--- config.mk ---
export PLATFORM = sky130hd
export DESIGN_NAME = register_scoreboard
export DESIGN_NICKNAME = d
export VERILOG_FILES = /design/src/rtl/register_scoreboard_pkg.sv /design/src/rtl/scoreboard_entry.sv /design/src/rtl/register_scoreboard.sv
export SDC_FILE = /design/constraint.sdc
export NUM_CORES = 1
export LEC_CHECK = 0
export CAP_MARGIN = 20
export CORE_MARGIN = 2
export CORE_UTILIZATION = 55
export CTS_CLUSTER_DIAMETER = 80
export DETAILED_ROUTE_END_ITERATION = 6
export PLACE_DENSITY = 0.82
export SLEW_MARGIN = 20
export SYNTH_ARGS = -nofsm -noshare
export SYNTH_HDL_FRONTEND = slang
export SYNTH_SLANG_ARGS = --single-unit
--- constraint.sdc ---
create_clock -name clock -period 4.7 [get_ports clock]
set_input_delay 0.94 -clock clock [delete_from_list [all_inputs] [get_ports clock]]
set_output_delay 0.94 -clock clock [all_outputs]
set_load 0.01 [all_outputs]
--- src/rtl/register_scoreboard_pkg.sv ---
// Shared constants for the register scoreboard.
// The register file geometry lives here so the scoreboard and its
// per-register entries agree on the address width and the hard-wired zero register.
package register_scoreboard_pkg;
  localparam int NUM_REGS   = 32;
  localparam int REG_ADDR_W = 5;

  typedef logic [REG_ADDR_W-1:0] reg_addr_t;

  // Register 0 is hard-wired to zero: it has no counter and is never pending.
  localparam reg_addr_t ZERO_REG = '0;
endpackage

--- src/rtl/scoreboard_entry.sv ---
// One scoreboard counter: the number of in-flight writes to a single register.
// An increment and a real decrement in the same cycle cancel each other.
// A writeback to an idle register is reported on o_err. The count never wraps.
module scoreboard_entry #(
  parameter int CNT_W = 2
) (
  input  logic             clock,
  input  logic             reset,   // active-low
  input  logic             i_inc,   // accepted issue writes this register
  input  logic             i_wb,    // writeback targets this register
  output logic [CNT_W-1:0] o_cnt,
  output logic             o_full,
  output logic             o_err
);
  logic [CNT_W-1:0] r_cnt;
  logic             w_inc;
  logic             w_dec;

  assign o_cnt  = r_cnt;
  assign o_full = &r_cnt;
  // Saturating guards: the issue stall already prevents an increment at max.
  assign w_inc  = i_inc & ~o_full;
  assign w_dec  = i_wb & (r_cnt != '0);
  // A writeback with nothing outstanding is an error, unless an issue to
  // the same register arrives in the same cycle.
  assign o_err  = i_wb & (r_cnt == '0) & ~i_inc;

  // Counter update: an increment and a decrement together leave the count unchanged.
  always_ff @(posedge clock or negedge reset) begin
    if (!reset)               r_cnt <= '0;
    else if (w_inc && !w_dec) r_cnt <= r_cnt + 1'b1;
    else if (w_dec && !w_inc) r_cnt <= r_cnt - 1'b1;
  end
endmodule

--- src/rtl/register_scoreboard.sv ---
// Register scoreboard. It tracks in-flight writes per register and stalls
// issue on RAW hazards and on counter saturation.
// Optional feature: define SCOREBOARD_WB_BYPASS_EN to let a source read
// proceed in the same cycle as the final writeback to that register.
import register_scoreboard_pkg::*;

module register_scoreboard #(
  parameter int CNT_W = 2
) (
  input  logic                  clock,
  input  logic                  reset,          // active-low, asynchronous
  input  logic                  issue_valid,
  input  logic                  issue_has_dest,
  input  logic [REG_ADDR_W-1:0] issue_rd,
  input  logic [REG_ADDR_W-1:0] src_a,
  input  logic [REG_ADDR_W-1:0] src_b,
  input  logic                  src_a_used,
  input  logic                  src_b_used,
  input  logic                  wb_valid,
  input  logic [REG_ADDR_W-1:0] wb_rd,
  output logic                  stall,
  output logic [NUM_REGS-1:0]   pending,
  output logic                  busy,
  output logic                  wb_error
);
  logic [NUM_REGS-1:0][CNT_W-1:0] w_cnt;
  logic [NUM_REGS-1:0]            w_full;
  logic [NUM_REGS-1:1]            w_inc;
  logic [NUM_REGS-1:1]            w_wb;
  logic [NUM_REGS-1:1]            w_err;
  logic                           w_byp_a;
  logic                           w_byp_b;
  logic                           w_haz_a;
  logic                           w_haz_b;
  logic                           w_dest_full;
  logic                           w_accept;
  logic                           r_wb_error;

  // The zero register has no entry, so it reads as idle and never full.
  assign w_cnt[ZERO_REG]  = '0;
  assign w_full[ZERO_REG] = 1'b0;
  assign pending[ZERO_REG] = 1'b0;

  genvar gi;
  generate
    for (gi = 1; gi < NUM_REGS; gi++) begin : g_entry
      assign w_inc[gi]   = w_accept & issue_has_dest & (issue_rd == REG_ADDR_W'(gi));
      assign w_wb[gi]    = wb_valid & (wb_rd == REG_ADDR_W'(gi));
      assign pending[gi] = |w_cnt[gi];

      scoreboard_entry #(.CNT_W(CNT_W)) u_entry (
        .clock  (clock),
        .reset  (reset),
        .i_inc  (w_inc[gi]),
        .i_wb   (w_wb[gi]),
        .o_cnt  (w_cnt[gi]),
        .o_full (w_full[gi]),
        .o_err  (w_err[gi])
      );
    end
  endgenerate

`ifdef SCOREBOARD_WB_BYPASS_EN
  // The final outstanding write retires this cycle, so the value is forwarded.
  assign w_byp_a = wb_valid & (wb_rd == src_a) & (w_cnt[src_a] == CNT_W'(1));
  assign w_byp_b = wb_valid & (wb_rd == src_b) & (w_cnt[src_b] == CNT_W'(1));
`else
  assign w_byp_a = 1'b0;
  assign w_byp_b = 1'b0;
`endif

  assign w_haz_a     = src_a_used & (w_cnt[src_a] != '0) & ~w_byp_a;
  assign w_haz_b     = src_b_used & (w_cnt[src_b] != '0) & ~w_byp_b;
  // A full counter stalls even if a writeback would free a slot this cycle.
  assign w_dest_full = issue_has_dest & (issue_rd != ZERO_REG) & w_full[issue_rd];
  // Gating by reset keeps stall low while the block is held in reset.
  assign stall       = reset & issue_valid & (w_haz_a | w_haz_b | w_dest_full);
  assign w_accept    = issue_valid & ~stall;

  assign busy     = |pending;
  assign wb_error = r_wb_error;

  // Sticky error for a writeback with no outstanding write. Only reset clears it.
  always_ff @(posedge clock or negedge reset) begin
    if (!reset)      r_wb_error <= 1'b0;
    else if (|w_err) r_wb_error <= 1'b1;
  end
endmodule

-- Yosys cells after proc, flatten, opt, wreduce, memory -nomap -nowiden
Cells that the tools add are included.
W data, S select, Z words.
- output and inout port bits: 35
- register bits after elaboration: 63
- logic and storage cells: 770
- input port bits: 27
- reduce and logical (&&, ||, !) cells: 284
- equality and inequality tests: 62
- magnitude comparators: 3
- add/subtract/negate cells: 62
- bitwise logic cells: 259
- multiplexer cells: 68
- operators with widths (kind ; count):
    $and A1 B1 Y1 ; 194
    $eq A5 B5 Y1 const B ; 32
    $mux W2 ; 64
    $reduce_bool A2 Y1 ; 64
    $eq A5 B4 Y1 const B ; 16
    $not A1 Y1 ; 63
    $add A2 B1 Y2 const B ; 31
    $logic_and A1 B1 Y1 ; 62
    $logic_not A1 Y1 ; 62
    $logic_not A2 Y1 ; 31
    $reduce_and A2 Y1 ; 31
    $reduce_or A2 Y1 ; 31
    $reduce_or A62 Y1 ; 1
    $sub A2 B1 Y2 const B ; 31
    $eq A5 B3 Y1 const B ; 8
    $reduce_or A31 Y1 ; 1
    $bmux W2 S5 ; 2
    $eq A5 B2 Y1 const B ; 4
    $lt A5 B6 Y1 const B ; 3
    $eq A5 B1 Y1 const B ; 2
    $bmux W1 S5 ; 1
    $reduce_bool A5 Y1 ; 1
    $or A1 B1 Y1 ; 2
    $mux W1 ; 1

-- Depth between registers and ports, before layout
Gate-level depths: netlist (run 1).
- depth in word-level cells: 16
- mapped depth: 16
- depth with buffers taken out: 14

-- Modules after synthesis
From an unflattened synthesis (run 1), not the netlist that was laid out.
- cell total of the unflattened synthesis: 633
- area, all modules: 5696.7 µm²
- by module, submodules not included (module ; area each (µm²) ; instances ; sequential area each (µm²) ; cells each):
    scoreboard_entry ; 120.1 ; 31 ; 50.0 ; 11
    register_scoreboard ; 1973.1 ; 1 ; 25.0 ; 292

-- Worst setup path before layout (run 1)
No wires, ideal clock.
- path kind: input port to flip-flop
- from: input src_b[2]
- to: register g_entry[10].u_entry.r_cnt[1]
- path slack: 0.662 ns
- stages: 14
- data required time: 4.575 ns
- setup time: 0.125 ns
- data arrival time: 3.912 ns
- path buffers: 3
- path through: buf_2 > or3b_1 > a41oi_1 > o211a_1 > a211oi_1 > or3_1 > buf_6 > or4_1 > clkbuf_1 > a2111oi_0 > ha_1 > xor2_1 > nor2_1 > xor2_1
- cells in the longest elaborated chain, start to end: 15
- elaborated cells between the ends (all ways): 17
- those cells by class: mux (3); bitwise (9); reduce/logical (5)
- ends and longest elaborated chain (item ; line ; source):
    from (decl) ; register_scoreboard.sv:16 ; input logic [REG_ADDR_W-1:0] src_b,
    $bmux W2 S5 (*) ; register_scoreboard.sv:73 ; assign w_haz_b = src_b_used & (w_cnt[src_b] != '0) & ~w_byp_b;
    $mux W2 (not written as such) (*) ; register_scoreboard.sv:73 ;
    $reduce_bool A2 Y1 (*) ; register_scoreboard.sv:73 ;
    $and A1 B1 Y1 (*) ; register_scoreboard.sv:73 ;
    $or A1 B1 Y1 (*) (2 in a row) ; register_scoreboard.sv:77 ; assign stall = reset & issue_valid & (w_haz_a | w_haz_b | w_dest_full);
    $and A1 B1 Y1 (*) ; register_scoreboard.sv:77 ;
    $not A1 Y1 (*) ; register_scoreboard.sv:78 ; assign w_accept = issue_valid & ~stall;
    $and A1 B1 Y1 (*) ; register_scoreboard.sv:78 ;
    $and A1 B1 Y1 (*) (2 in a row) ; register_scoreboard.sv:47 ; assign w_inc[gi] = w_accept & issue_has_dest & (issue_rd == REG_ADDR_W'(gi));
    $and A1 B1 Y1 (*) ; scoreboard_entry.sv:22 ; assign w_inc = i_inc & ~o_full;
    $logic_not A1 Y1 ; scoreboard_entry.sv:32 ; else if (w_dec && !w_inc) r_cnt <= r_cnt - 1'b1;
    $logic_and A1 B1 Y1 ; scoreboard_entry.sv:32 ;
    $reduce_bool A2 Y1 (no source line) ; -- ;
    to (signal assigned) ; scoreboard_entry.sv:31 ; else if (w_inc && !w_dec) r_cnt <= r_cnt + 1'b1;
    to (signal assigned) ; scoreboard_entry.sv:32 ;
    to (decl) ; scoreboard_entry.sv:15 ; logic [CNT_W-1:0] r_cnt;
Every way passes the cells marked *; elsewhere a longest branch is shown, timed or not. The select of a mux whose other input is x is not followed.
A chain may end at the register's enable or synchronous reset.

-- Final worst setup path (run 1)
- from: input src_b[2]
- to: register g_entry[4].u_entry.r_cnt[1]
- cells in the longest elaborated chain, start to end: 15
- elaborated cells between the ends (all ways): 17
- those cells by class: mux (3); bitwise (9); reduce/logical (5)
- ends and longest elaborated chain (item ; line):
    $bmux W2 S5 (*) ; register_scoreboard.sv:73
    $mux W2 (not written as such) (*) ; register_scoreboard.sv:73
    $reduce_bool A2 Y1 (*) ; register_scoreboard.sv:73
    $and A1 B1 Y1 (*) ; register_scoreboard.sv:73
    $or A1 B1 Y1 (*) (2 in a row) ; register_scoreboard.sv:77
    $and A1 B1 Y1 (*) ; register_scoreboard.sv:77
    $not A1 Y1 (*) ; register_scoreboard.sv:78
    $and A1 B1 Y1 (*) ; register_scoreboard.sv:78
    $and A1 B1 Y1 (*) (2 in a row) ; register_scoreboard.sv:47
    $and A1 B1 Y1 (*) ; scoreboard_entry.sv:22
    $logic_not A1 Y1 ; scoreboard_entry.sv:32
    $logic_and A1 B1 Y1 ; scoreboard_entry.sv:32
    $reduce_bool A2 Y1 (no source line) ; --
    to (signal assigned) ; scoreboard_entry.sv:31
    to (signal assigned) ; scoreboard_entry.sv:32
    to (decl) ; scoreboard_entry.sv:15
Marks and branches as above.

==> impl_metrics.yaml, run 1 <==
global_route:
  grt_antenna_before_repair: 0
  grt-ovfl-total: 0
  gr-usage-all-layers_pct: 39.14
  grt_start_max_net_pins: 62
  use_met2_pct: 59.20
  use_met1_pct: 50.21
  grt_pass1_vias: 5907
  grt.busiest_layer: "met2"
  grtUsageMet3_pct: 10.12
  grt_pass1_wl_um: 33050
place:
  place_ws_ps: -29.40
  gp_congestion: 1.107
  hpwl_um: 16530
  io_buffers: 60
  place_area_um2: 6688
finish:
  finalInstanceArea_um2: 6868
  drive_gt1_share_pct: 12.16
  insertedDiodeCount: 0
  final_net_count: 819
  register_area_um2: 1577
  syn_to_final_growth_pct: 19.40
  nFillCells: 853
  multi_input_area_um2: 3860
logic_synthesis:
  syn_nets: 751
  avgSynthCellArea_um2: 8.300
  yosysMostFrequentCell: "nor2_1"
  synth_top_area_share_pct: 27.41
  synth_ff_type: "dfrtp_1"
  async_flop_share_pct: 100.0
  ys_types: 69
  syn_inst: 693
  synth_area_leaders: "dfrtp_1 27%, xor2_1 9.6%, ha_1 6.7%"
  syn_area_um2: 5752
  ys_seq_area_share_pct: 27.41
  ys_ff_latch: 63
  synthTopCellsByCount: "76 x nor2_1, 63 x dfrtp_1, 63 x xor2_1"
  synth_top_area_cell: "dfrtp_1"
  yosys_warnings: 0
  synth_edf_count: 0
critical_path:
  worst_ep_arrival_time_ps: 4730
  end_kind: "flop"
  critPathLaunchType: "primary input"
  crit_required_ps: 4960
  path_max_fanout: 9
  path_class: "in2reg"
power:
  peakVddDrop_mv: 0.3240
  powerDensity_nw_per_um2: 502.1
  power_w: 0.003449
  leakage_nw: 2.993
clocking:
  post_cts_buffers: 0
  cts_tree: "built"
  ctsRootBufferMaster: "clkbuf_8"
  clockBufferDepth: 2
  numCtsBuffers: 9
  clock_sinks: 63
  path_clk_slew_ps: 70
  htree_levels: 3
  insertion_delay_ps: 380
routing:
  vias: 6001
  drt_first_iter_violations: 643
  wire_per_inst_um: 23.88
  drc: 0
  vias_per_cell: 6.660
  drt_wl_total_um: 21510
  firstDrtPassIters: 6
  detail-route-antenna-nets: 0
timing:
  slew-limit-headroom_pct: 46.40
  tightest_slew_ps: 803.6
  rsz0062_at_grt: "no"
  skew_ps: 11.81
  hold_viol: 0
  finalCritPeriodShare_pct: 95.16
  min_period_ps: 4473
  max_freq_mhz: 223.6
  slew_violations: 0
  setup_slack_ps: 227.4
  hold_ws_ps: 391.7
  finalSetupViolCount: 0
die:
  die_h_um: 106.3
  die-area_um2: 11290
  start_util_pct: 56.22
  ioPinCount: 62
  core-area_um2: 10230
  rows: 37
  chipWidth_um: 106.3
flow_run:
  timing.max_cap.violations: 0
worst_hold_path:
  holdCritPathClass: "in2async"
status:
  outcome: "completed"
-- timing repair --
| action | in CTS | in global routing |
|---|---|---|
| endpoints found under the setup margin | 1 | 1 |
| resized for setup | 2 | 4 |
| hold buffers | 0 | 0 |
| gates cloned | 0 | 0 |
-- worst max-delay path, stage by stage --
cell and delay, ps:
clkdlybuf4s50_1 500, or3b_1 390, a41oi_2 210, o211a_1 190, a211oi_1 50, or3_1 430, buf_4 190, or4_1 670
buf_4 240, nor3b_1 270, ha_1 220, xor2_1 200, nor2_1 80, xor2_1 140
-- cells by family (layout without fill, tap and decap cells) --
kind of cell	count (synthesis)	in the layout	share of synthesized area, %
xor+xnor	94	94	14.31
mux	12	12	4.068
buf+inv	82	154	5.743
other cells	1	1	0.06520
compound gates	101	101	12.77
flops	63	63	27.41
fa+ha+maj	31	31	6.743
simple gates	309	309	28.89
-- cell usage in the layout, fill, tap and decap left out, types with 15 or more instances in the layout --
| master | Yosys | routed |
|---|---|---|
| inv_1 | 28 | 28 |
| nand2_1 | 37 | 37 |
| buf_4 | 1 | 44 |
| nor2_1 | 76 | 76 |
| xnor2_1 | 31 | 31 |
| nor3_1 | 31 | 31 |
| nand3_1 | 58 | 58 |
| nand4_1 | 15 | 15 |
| a21oi_1 | 21 | 21 |
| xor2_1 | 63 | 63 |
| ha_1 | 31 | 31 |
| dfrtp_1 | 63 | 63 |
| clkdlybuf4s50_1 | 0 | 56 |
-- path summary, 6_finish.rpt --
path | end | depth (start not counted) | from | slack [ps]
max in group asynchronous | g_entry[12].u_entry.o_cnt[0]$_DFFE_PN0P_ | 2 | reset | 3270
hold / removal | g_entry[10].u_entry.o_cnt[0]$_DFFE_PN0P_ | 1 | reset | 390
hold reg to reg | g_entry[2].u_entry.o_cnt[1]$_DFFE_PN0P_ | 1 | g_entry[2].u_entry.o_cnt[1]$_DFFE_PN0P_ | 490
setup / recovery | g_entry[4].u_entry.o_cnt[1]$_DFFE_PN0P_ | 14 | src_b[2] | 230
setup reg to reg | g_entry[4].u_entry.o_cnt[1]$_DFFE_PN0P_ | 14 | g_entry[2].u_entry.o_cnt[0]$_DFFE_PN0P_ | 590
min in group clock | g_entry[2].u_entry.o_cnt[1]$_DFFE_PN0P_ | 1 | g_entry[2].u_entry.o_cnt[1]$_DFFE_PN0P_ | 490
-- per-layer routing --
metal  up-vias  share of wire [%]
li1       2646                  -
met1      2838                 39
met2       425                 45
met3        92                9.7
met4         0                6.5
met5         -                  0
-- registers in the layout (all words and copies together), names as in the netlist --
signal,flops
wb_error,1
g_entry.u_entry.o_cnt,62
-- power breakdown --
part	total (W)	switching, W	internal, W	leakage (nW)
Sequential	0.00119	0.000403	0.000782	0.798
Combinational	0.00183	0.00102	0.000815	2.11
Clock	0.000430	0.000230	0.000200	0.0850
Total	0.00345	0.00165	0.00180	2.99
-- stage by stage --
step / utilization, % / TNS, ps / instances
final: 67.13 / 0 / 901
after global routing: 67.13 / 0 / 901
after CTS: 66.94 / 0 / 901
after detailed placement: 65.37 / -61.93 / 886
after global placement: 65.37 / -25.29 / 886
after floorplan: - / 0 / 693
-- layout make-up --
type / instances / share of cell area [%]
repair buffers: 107 / 14.23
multi-input cells: 548 / 56.20
clock buffers: 11 / 2.059
flip-flops and latches: 63 / 22.95
clock inverters: 4 / 0.3279
inverters: 32 / 1.749
well taps: 136 / 2.478
No activity file was read; power rests on OpenSTA's default activity.
==> run 2: changes to the inputs <==
--- a/config.mk
+++ b/config.mk
@@ -11,6 +11,7 @@
 export CTS_CLUSTER_DIAMETER = 80
 export DETAILED_ROUTE_END_ITERATION = 6
 export PLACE_DENSITY = 0.82
+export SKIP_CTS_REPAIR_TIMING = 1
 export SLEW_MARGIN = 20
 export SYNTH_ARGS = -nofsm -noshare
 export SYNTH_HDL_FRONTEND = slang
==> run 2 against run 1 <==
  * Critical path type unchanged
  * Combinational power barely moved
  * Sequential share of layout area is essentially flat
  * Fmax shrank 0.16%
  * Critical endpoint unchanged
  * Setup slack worse by 7.2 ps
  * Largest power group unchanged
  * The flow now finishes with violations (DRC)
  * Wire length fell by 0.48%
==> impl_metrics.yaml, run 2 (synthesis results as in run 1) <==
status:
  outcome: "complete, but fails checks"
  failed_checks: "DRC"
routing:
  drt_wl_total_um: 21410
  detail-route-antenna-nets: 0
  drc: 1
  vias_per_cell: 6.656
  wire_per_inst_um: 23.76
  drt_first_iter_violations: 695
  firstDrtPassIters: 7
  vias: 5997
timing:
  rsz0062_at_grt: "no"
  hold_viol: 0
  finalSetupViolCount: 0
  skew_ps: 11.68
  slew_violations: 0
  max_freq_mhz: 223.2
  slew-limit-headroom_pct: 43.37
  finalCritPeriodShare_pct: 95.31
  min_period_ps: 4480
  hold_ws_ps: 396.8
  tightest_slew_ps: 848.9
  setup_slack_ps: 220.3
die:
  start_util_pct: 56.22
  rows: 37
  die_h_um: 106.3
  die-area_um2: 11290
  chipWidth_um: 106.3
  ioPinCount: 62
  core-area_um2: 10230
global_route:
  grt-ovfl-total: 0
  grt_pass1_wl_um: 33050
  grt_antenna_before_repair: 0
  grt_pass1_vias: 5907
  grt_start_max_net_pins: 62
  gr-usage-all-layers_pct: 39.14
clocking:
  clockBufferDepth: 2
  cts_tree: "built"
  path_clk_slew_ps: 70
  ctsRootBufferMaster: "clkbuf_8"
  htree_levels: 3
  numCtsBuffers: 9
  clock_sinks: 63
  insertion_delay_ps: 380
critical_path:
  path_max_fanout: 9
  critPathLaunchType: "primary input"
  crit_path_top_delay_cell: "or4_1"
  path_class: "in2reg"
  crit_required_ps: 4960
  cpPeakStageDelay_ps: 670
  worst_ep_arrival_time_ps: 4740
  worstSetupPathDepth: 14
  worstRegToRegCells: 14
  crit_chain: "clkdlybuf4s50_1, or3b_1, a41oi_2, o211a_1, a211oi_1, or3_1, buf_4, or4_1, buf_4, nor3b_1, ha_1, xor2_1, nor2_1, xor2_1"
  end_kind: "flop"
  worst-path-buf-inv: 3
  cp_top_family: "simple AND/OR/NAND/NOR gates"
power:
  power_switching_w: 0.001640
  p_sw_share_pct: 47.71
  comb_power_share_pct: 53.2
  clockPowerShare_pct: 12.4
  powerDensity_nw_per_um2: 499.7
  peakVddDrop_mv: 0.3230
  power.internal_w: 0.001798
  leakage_nw: 3.009
  p_seq_share_pct: 34.4
finish:
  insertedDiodeCount: 0
  drive_gt1_share_pct: 12.29
  syn_to_final_growth_pct: 19.62
  nFillCells: 851
  final_cell_mix: "76 x nor2_1, 63 x xor2_1, 63 x dfrtp_1"
  final_net_count: 819
  post-route-util_pct: 67.25
  largest_reg_flops: 62
  final_common_cell: "nor2_1"
place:
  gp_congestion: 1.107
  io_buffers: 60
  hpwl_um: 16530
  place_ws_ps: -29.40
worst_hold_path:
  holdCritPathClass: "in2async"
flow_run:
  timing.max_cap.violations: 0
## run 2: changes by cell type in the layout (fill, tap and decap cells not counted), sizes merged
cell / previous run / this run
dlygate4sd2: 2 / 0
dlymetal6s2s: 1 / 3
## run 2: final timing paths
kind,end,startpoint,slack (ps)
max in group asynchronous,g_entry[12].u_entry.o_cnt[0]$_DFFE_PN0P_,reset,3270
min in group clock,g_entry[2].u_entry.o_cnt[1]$_DFFE_PN0P_,g_entry[2].u_entry.o_cnt[1]$_DFFE_PN0P_,490
worst min register to register,g_entry[2].u_entry.o_cnt[1]$_DFFE_PN0P_,g_entry[2].u_entry.o_cnt[1]$_DFFE_PN0P_,490
worst max register to register,g_entry[4].u_entry.o_cnt[1]$_DFFE_PN0P_,g_entry[2].u_entry.o_cnt[0]$_DFFE_PN0P_,590
worst min-delay path,g_entry[10].u_entry.o_cnt[0]$_DFFE_PN0P_,reset,400
worst max-delay path,g_entry[4].u_entry.o_cnt[1]$_DFFE_PN0P_,src_b[2],220
## run 2: final cells by class
| cell class | instances | area [um^2] | share of cell area [%] |
|---|---|---|---|
| Clock inverter | 4 | 22.52 | 0.3273 |
| Inverter | 32 | 120.1 | 1.746 |
| Sequential cell | 63 | 1577 | 22.91 |
| Multi-Input combinational cell | 548 | 3865 | 56.17 |
| Clock buffer | 11 | 141.4 | 2.055 |
| Tap cell | 136 | 170.2 | 2.473 |
| Timing Repair Buffer | 107 | 984.7 | 14.31 |
## run 2: metrics by stage
| stage | cells | cell area [um^2] | total power, W | TNS [ps] |
|---|---|---|---|---|
| floorplan | 693 | 5752 | 0.002095 | 0 |
| global placement | 886 | 6688 | 0.002901 | -25.29 |
| detailed placement | 886 | 6688 | 0.002947 | -61.93 |
| CTS | 901 | 6852 | 0.003387 | -45.03 |
| global route | 901 | 6880 | 0.003602 | 0 |
| finish | 901 | 6880 | 0.003438 | 0 |
## run 2: routing by layer
layer	share of wire, %	global-route usage [%]
met1	39	50.21
met2	45	59.20
met3	9.9	10.12
met4	6.4	23.31
met5	0	0
## run 2: power groups by stage
stage | logic [W] | clock network [W] | registers [W]
global placement | 0.00174 | 0 | 0.00116
global route | 0.00193 | 0.000452 | 0.00122
CTS | 0.00178 | 0.000432 | 0.00117
floorplan | 0.00104 | 0 | 0.00105
detailed placement | 0.00177 | 0 | 0.00117
finish | 0.00183 | 0.000426 | 0.00118
